$ cat src/rtl/serial_subtractor.sv
// rtl/serial_subtractor.sv - bit-serial subtractor computing Diff = A - B - Bin, LSB first
//
// One add cell plus a registered carry computes A + ~B + ~Bin, one bit per
// clock. The operation is started with a start/done handshake.
//
// Ports:
//   clk    rising-edge clock
//   rst_n  asynchronous active-low reset
//   start  request, accepted only in IDLE or DONE
//   A, B   minuend / subtrahend (WIDTH bits), captured on accept
//   Bin    borrow in, captured on accept
//   busy   high while bits are being processed
//   done   one-cycle pulse; results valid from this cycle
//   Diff   registered difference
//   Bout   borrow out (A < B + Bin, unsigned)
//   Ovf    signed overflow of A - B - Bin
//   Zero   Diff == 0
module serial_subtractor #(
    parameter int WIDTH = 4,
    localparam int CW = $clog2(WIDTH)
) (
    input  logic             clk,
    input  logic             rst_n,
    input  logic             start,
    input  logic [WIDTH-1:0] A,
    input  logic [WIDTH-1:0] B,
    input  logic             Bin,
    output logic             busy,
    output logic             done,
    output logic [WIDTH-1:0] Diff,
    output logic             Bout,
    output logic             Ovf,
    output logic             Zero
);

    localparam logic [1:0] IDLE = 2'd0;
    localparam logic [1:0] RUN  = 2'd1;
    localparam logic [1:0] DONE = 2'd2;

    localparam logic [CW-1:0] LAST = CW'(WIDTH - 1);

    logic [1:0]       state;
    logic [WIDTH-1:0] a_sh;
    logic [WIDTH-1:0] b_sh;
    logic [WIDTH-1:0] r_sh;
    logic [CW-1:0]    cnt;
    logic             carry;
    // Operand sign bits are shifted out of a_sh/b_sh, so keep them for Ovf.
    logic             a_msb;
    logic             b_msb;

    logic             b_inv;
    logic             s;
    logic             c_next;
    logic [WIDTH-1:0] r_next;

    always_comb begin
        b_inv  = ~b_sh[0];
        s      = a_sh[0] ^ b_inv ^ carry;
        c_next = (a_sh[0] & b_inv) | (a_sh[0] & carry) | (b_inv & carry);
        r_next = {s, r_sh[WIDTH-1:1]};
    end

    assign busy = (state == RUN);
    assign done = (state == DONE);

    always_ff @(posedge clk or negedge rst_n) begin
        if (!rst_n) begin
            state <= IDLE;
            a_sh  <= '0;
            b_sh  <= '0;
            r_sh  <= '0;
            cnt   <= '0;
            carry <= 1'b0;
            a_msb <= 1'b0;
            b_msb <= 1'b0;
            Diff  <= '0;
            Bout  <= 1'b0;
            Ovf   <= 1'b0;
            Zero  <= 1'b0;
        end else begin
            case (state)
                IDLE, DONE: begin
                    if (start) begin
                        a_sh  <= A;
                        b_sh  <= B;
                        r_sh  <= '0;
                        cnt   <= '0;
                        // Subtraction as A + ~B + 1 - Bin: initial carry is ~Bin.
                        carry <= ~Bin;
                        a_msb <= A[WIDTH-1];
                        b_msb <= B[WIDTH-1];
                        state <= RUN;
                    end else begin
                        state <= IDLE;
                    end
                end
                RUN: begin
                    a_sh  <= a_sh >> 1;
                    b_sh  <= b_sh >> 1;
                    r_sh  <= r_next;
                    carry <= c_next;
                    cnt   <= cnt + 1'b1;
                    if (cnt == LAST) begin
                        // s is the MSB of the finished result here.
                        Diff  <= r_next;
                        Bout  <= ~c_next;
                        Ovf   <= (a_msb != b_msb) && (s != a_msb);
                        Zero  <= (r_next == '0);
                        state <= DONE;
                    end
                end
                default: state <= IDLE;
            endcase
        end
    end

endmodule
$ cat config.mk
export PLATFORM = sky130hd
export DESIGN_NAME = serial_subtractor
export DESIGN_NICKNAME = d
export VERILOG_FILES = /design/src/rtl/serial_subtractor.sv
export SDC_FILE = /design/constraint.sdc
export NUM_CORES = 1
export LEC_CHECK = 0
export ABC_AREA = 1
export BUFFER_PORTS_ARGS = -buffer_cell sky130_fd_sc_hd__buf_2
export CORE_AREA = 2 2 56 45
export CTS_CLUSTER_DIAMETER = 80
export DETAILED_ROUTE_END_ITERATION = 16
export DIE_AREA = 0 0 58 47
export GPL_TIMING_DRIVEN = 0
export PLACE_DENSITY = 0.79
export SYNTH_ARGS = -nofsm -noshare
export SYNTH_HDL_FRONTEND = slang
export SYNTH_SLANG_ARGS = --single-unit
export TNS_END_PERCENT = 5
$ cat constraint.sdc
create_clock -name clk -period 2.2 [get_ports clk]
set_input_delay 0.33 -clock clk [delete_from_list [all_inputs] [get_ports clk]]
set_output_delay 0.33 -clock clk [all_outputs]
set_load 0.03 [all_outputs]
[After elaboration in Yosys (flattened, before gate mapping)]
Cells that the tools add are included.
Cells by class
  mux-type cells: 13
  add/subtract/negate cells: 1
  bitwise operators: 10
  equal/unequal tests: 7
  reduce and logical (&&, ||, !) cells: 8
Operators with widths (number)
  $pmux W4 S2: 3
  $mux W4: 3
  $pmux W2 S2: 2
  $reduce_and A2 Y1: 3
  $eq A2 B2 Y1 const B: 2
  $logic_not A4 Y1: 1
  $mux W2: 2
  $and A1 B1 Y1: 3
  $not A1 Y1: 3
  $add A2 B1 Y2 const B: 1
  $eq A2 B1 Y1 const B: 1
  $logic_not A2 Y1: 1
  $mux W1: 2
  $ne A1 B1 Y1: 2
  $ne A2 B1 Y1 const B: 1
  $ne A2 B2 Y1 const B: 1
  $or A1 B1 Y1: 2
  $pmux W1 S2: 1
  $reduce_bool A2 Y1: 1
  $reduce_or A2 Y1: 1
  $xor A1 B1 Y1: 2
  $logic_and A1 B1 Y1: 1
Storage, ports and cells
  register bits after elaboration: 26

[Depth between registers and ports, before layout]
  word-level depth: 5
  depth in mapped cells: 7

[Worst setup path before layout]
Ideal clock, no wire load.
  path kind: reg2reg
  start: register a_sh[0]
  end: register Ovf
  buffers on the path: 0
  setup slack: 855 ps
  setup time: 117 ps
  arrival: 1228 ps
  required time: 2083 ps
  stages on the path, launching flop included: 8
  cells stage by stage: dfrtp_1 > inv_1 > fa_1 > inv_1 > nand3_1 > nand2_1 > nand2_1 > nand2_1
On the way
  cells in the longest elaborated chain, start to end: 4
Ends and longest elaborated chain
  start, declared: RTL line 43  | logic [WIDTH-1:0] a_sh;
  start signal, assigned: RTL line 99  | a_sh <= a_sh >> 1;
  $xor A1 B1 Y1 (2 in a row): RTL line 59  | s = a_sh[0] ^ b_inv ^ carry;
  $ne A1 B1 Y1: RTL line 108  | Ovf <= (a_msb != b_msb) && (s != a_msb);
  $logic_and A1 B1 Y1: RTL line 108
  end signal, assigned: RTL line 108
  end, declared: RTL line 32  | output logic Ovf,
No other way between the ends.
A chain may end at the register's enable or synchronous reset.

[Worst setup path in the final report]
  start: register state[0]
  end: output port busy
On the way
  cells in the longest elaborated chain, start to end: 1
Ends and longest elaborated chain
  start, declared: RTL line 42  | logic [1:0] state;
  start signal, assigned: RTL line 69  | state <= IDLE;
  start signal, assigned: RTL line 93  | state <= RUN;
  start signal, assigned: RTL line 95  | state <= IDLE;
  $eq A2 B1 Y1: RTL line 64  | assign busy = (state == RUN);
  end, declared: RTL line 28  | output logic busy,
No other way between the ends.

==> impl_results.md <==
- Pwr Density: ~1600 nW/um2
- Top post-synthesis cells by area: dfrtp_1 52%, nand2_1 14%, inv_1 7.9%
- Per-cell routed wire length: 11.62 um
- TNS Setup: 0 ns
- Cell area after synthesis: roughly 1200 um2
- Post-CTS Resized: 0
- Worst-Skew Late Latency: about 0.32 ns
- Syn nets: between 150 and 200
- Largest net degree at the start of global routing: 26
- Fmax: between 600 and 700 MHz
- Worst hold path class: in -> reg
- GPL Wtd Cong: a little under 0.8
- Worst Path Arrival: between 1 and 1.5 ns
- Share of post-route cells with drive strength above 1: between 20% and 30%
- Via count: between 900 and 1000
- Global route overflow: 0
- Synthesis-stage register bit count: 25
- CP endpoint kind: output pin
- Post-synth top flop: dfrtp_1
- Pleak: 0.7780 nW
- Placed inst area: between 1000 and 1500 um2
- Vias per cell: around 5
- Slew headroom: a little over three fifths
- Setup crit start kind: register
- Endpoints failing setup: 0
- Max-slew violations: 0
- First-pass GRT wire length: approximately 3700 um
- CTS tree: yes
- CTS Buf Count: 3
- Crit path kind: reg -> out
- Post-CTS setup buffers: 0
- Worst Tran Pin Value: 0.5556 ns
- Dominant cell type by area after synthesis: dfrtp_1
- Sequential fraction of the synthesis area: between 50 and 60%
- Initial antenna violation count: 0
- Router iterations before antenna repair: 6
- Post-synth EDFFs: 0
- Initial drt markers: 22
- Clock transition at path regs: 0.14 ns
- Post-route clock period utilization: approximately 75%
- H-tree levels: 1
- PortBufs: 20
- Cell Rows: 15
- Syn-to-layout area delta: 14.15%
- CP Data Required Time: 1.87 ns
- Core footprint: roughly 2200 um2
- Synth cell types: 15
- Initial Util: a little over half
- Async SR Flop Fraction: 100.0%
- Clock skew: approximately 0.017 ns
- I/O pin count: 21
- Clk buf depth: 2
- Mapped Cells: 138
- Die width: just under 60 um
- Detailed-placement wirelength estimate: between 1500 and 2000 um
- CP Max Fanout: 9
- Most frequent cell after synthesis: nand2_1
- GRT Util Overall: a little under a fifth
- Nets: 178
- Final critical delay including setup and external delays: approximately 1.6 ns
- Clock Sinks: 25
- Peak supply drop: 1042 uV
- RSZ-0062 raised after global routing: no
- Final instance area: approximately 1400 um2
- List of most frequent post-synthesis cells: 43 x nand2_1, 25 x dfrtp_1, 25 x inv_1
- Syn Area/Cell: about 8.6 um2
- Status: completed
- Hold Vio Cnt, Final: 0
- Vias in the first global route: ~870
- Die H: 47 um
- # diodes: 0
- Die area: around 2700 um2
- CTS Hold Bufs: 1
- Post-Route WL: around 2200 um
- CTS root buf: clkbuf_4
- Top cell type's share of synthesized area: 52.41%
- Maxcap violations: 0
- Synth Warn #: 0
- DR DRC count: 0
- Antenna violation net count after detailed routing: 0
-- cell families (layout without fill, tap and decap cells) --
group	Yosys count	count (layout)	synth area share [%]
simple gates	67	67	24.00
compound gates	14	14	9.329
buf+inv	30	55	11.53
flops	25	25	52.41
fa+ha+maj	2	2	2.725
-- path summary, 6_finish.rpt --
check / start / to / slack, ns / cells past startpoint
min reg2reg: Ovf$_DFFE_PN0P_ / Ovf$_DFFE_PN0P_ / 0.49 / 2
max: state[0]$_DFFE_PN0P_ / busy / 0.55 / 4
max in group asynchronous: rst_n / b_sh[3]$_DFFE_PN0P_ / 1.31 / 2
min in group asynchronous: rst_n / Diff[1]$_DFFE_PN0P_ / 0.50 / 2
min: B[3] / b_sh[3]$_DFFE_PN0P_ / 0.25 / 3
max reg2reg: a_sh[0]$_DFFE_PN0P_ / Ovf$_DFFE_PN0P_ / 0.70 / 7
-- metrics by stage --
step	worst slack (ns)	hold WS [ns]	power (W)	std cells	util, %
after floorplan	0.8552	0.03441	0.001706	138	-
after global placement	0.7302	0.3409	0.001939	183	60.86
after detailed placement	0.7288	0.3489	0.001987	183	60.86
after CTS	0.5509	0.2418	0.002198	188	62.59
after global routing	0.4662	0.2456	0.002373	188	62.59
final	0.5535	0.2488	0.002177	188	62.59
-- layout make-up --
type	count	area (um2)
well taps	25	31.28
clock inverters	1	5.005
inverters	27	101.3
flip-flops and latches	25	625.6
plain buffers	3	36.28
repair buffers	21	110.1
fillers	193	814.5
clock buffers	3	22.52
multi-input cells	83	430.4
-- registers in the layout, indices dropped and copies added, names as in the netlist --
register and cells:
Zero 1, Bout 1, Diff 4, cnt 2, Ovf 1, carry 1
state 2, r_sh 3, b_sh 4, a_sh 4, b_msb 1, a_msb 1
-- placed cells by master, fill, tap and decap left out --
cell type and instances:
a21oi_4 1, nand2_2 3, nor2_1 4, nand3_1 16, dlygate4sd3_1 1, nor2_4 1
dfrtp_1 25, clkbuf_8 1, o21ai_2 8, o21ai_0 5, inv_1 25, fa_1 1
nand2_1 43, buf_2 20, clkbuf_4 3, inv_2 2, clkinv_2 1, buf_6 2
ha_1 1
-- report_power, final --
group          leakage [nW]  internal (W)  switching [W]
Clock                0.0177     0.0000681       0.000136
Sequential            0.314      0.000672       0.000113
Combinational         0.447      0.000416       0.000772
-- worst max-delay path: stages (launching register included) --
cell and delay [ns]:
dfrtp_1 0.37, buf_6 0.13, inv_2 0.05, nor2_4 0.20, buf_2 0.24
-- per-layer routing --
layer / vias up / track usage, % / part of all wire, %
met5: - / 0 / 0
met4: 0 / 3.721 / 0.64
met3: 2 / 5.785 / 5.4
met2: 25 / 31.14 / 48
met1: 456 / 23.67 / 46
li1: 469 / - / -
Note: power is estimated with default switching activity, not from simulation.
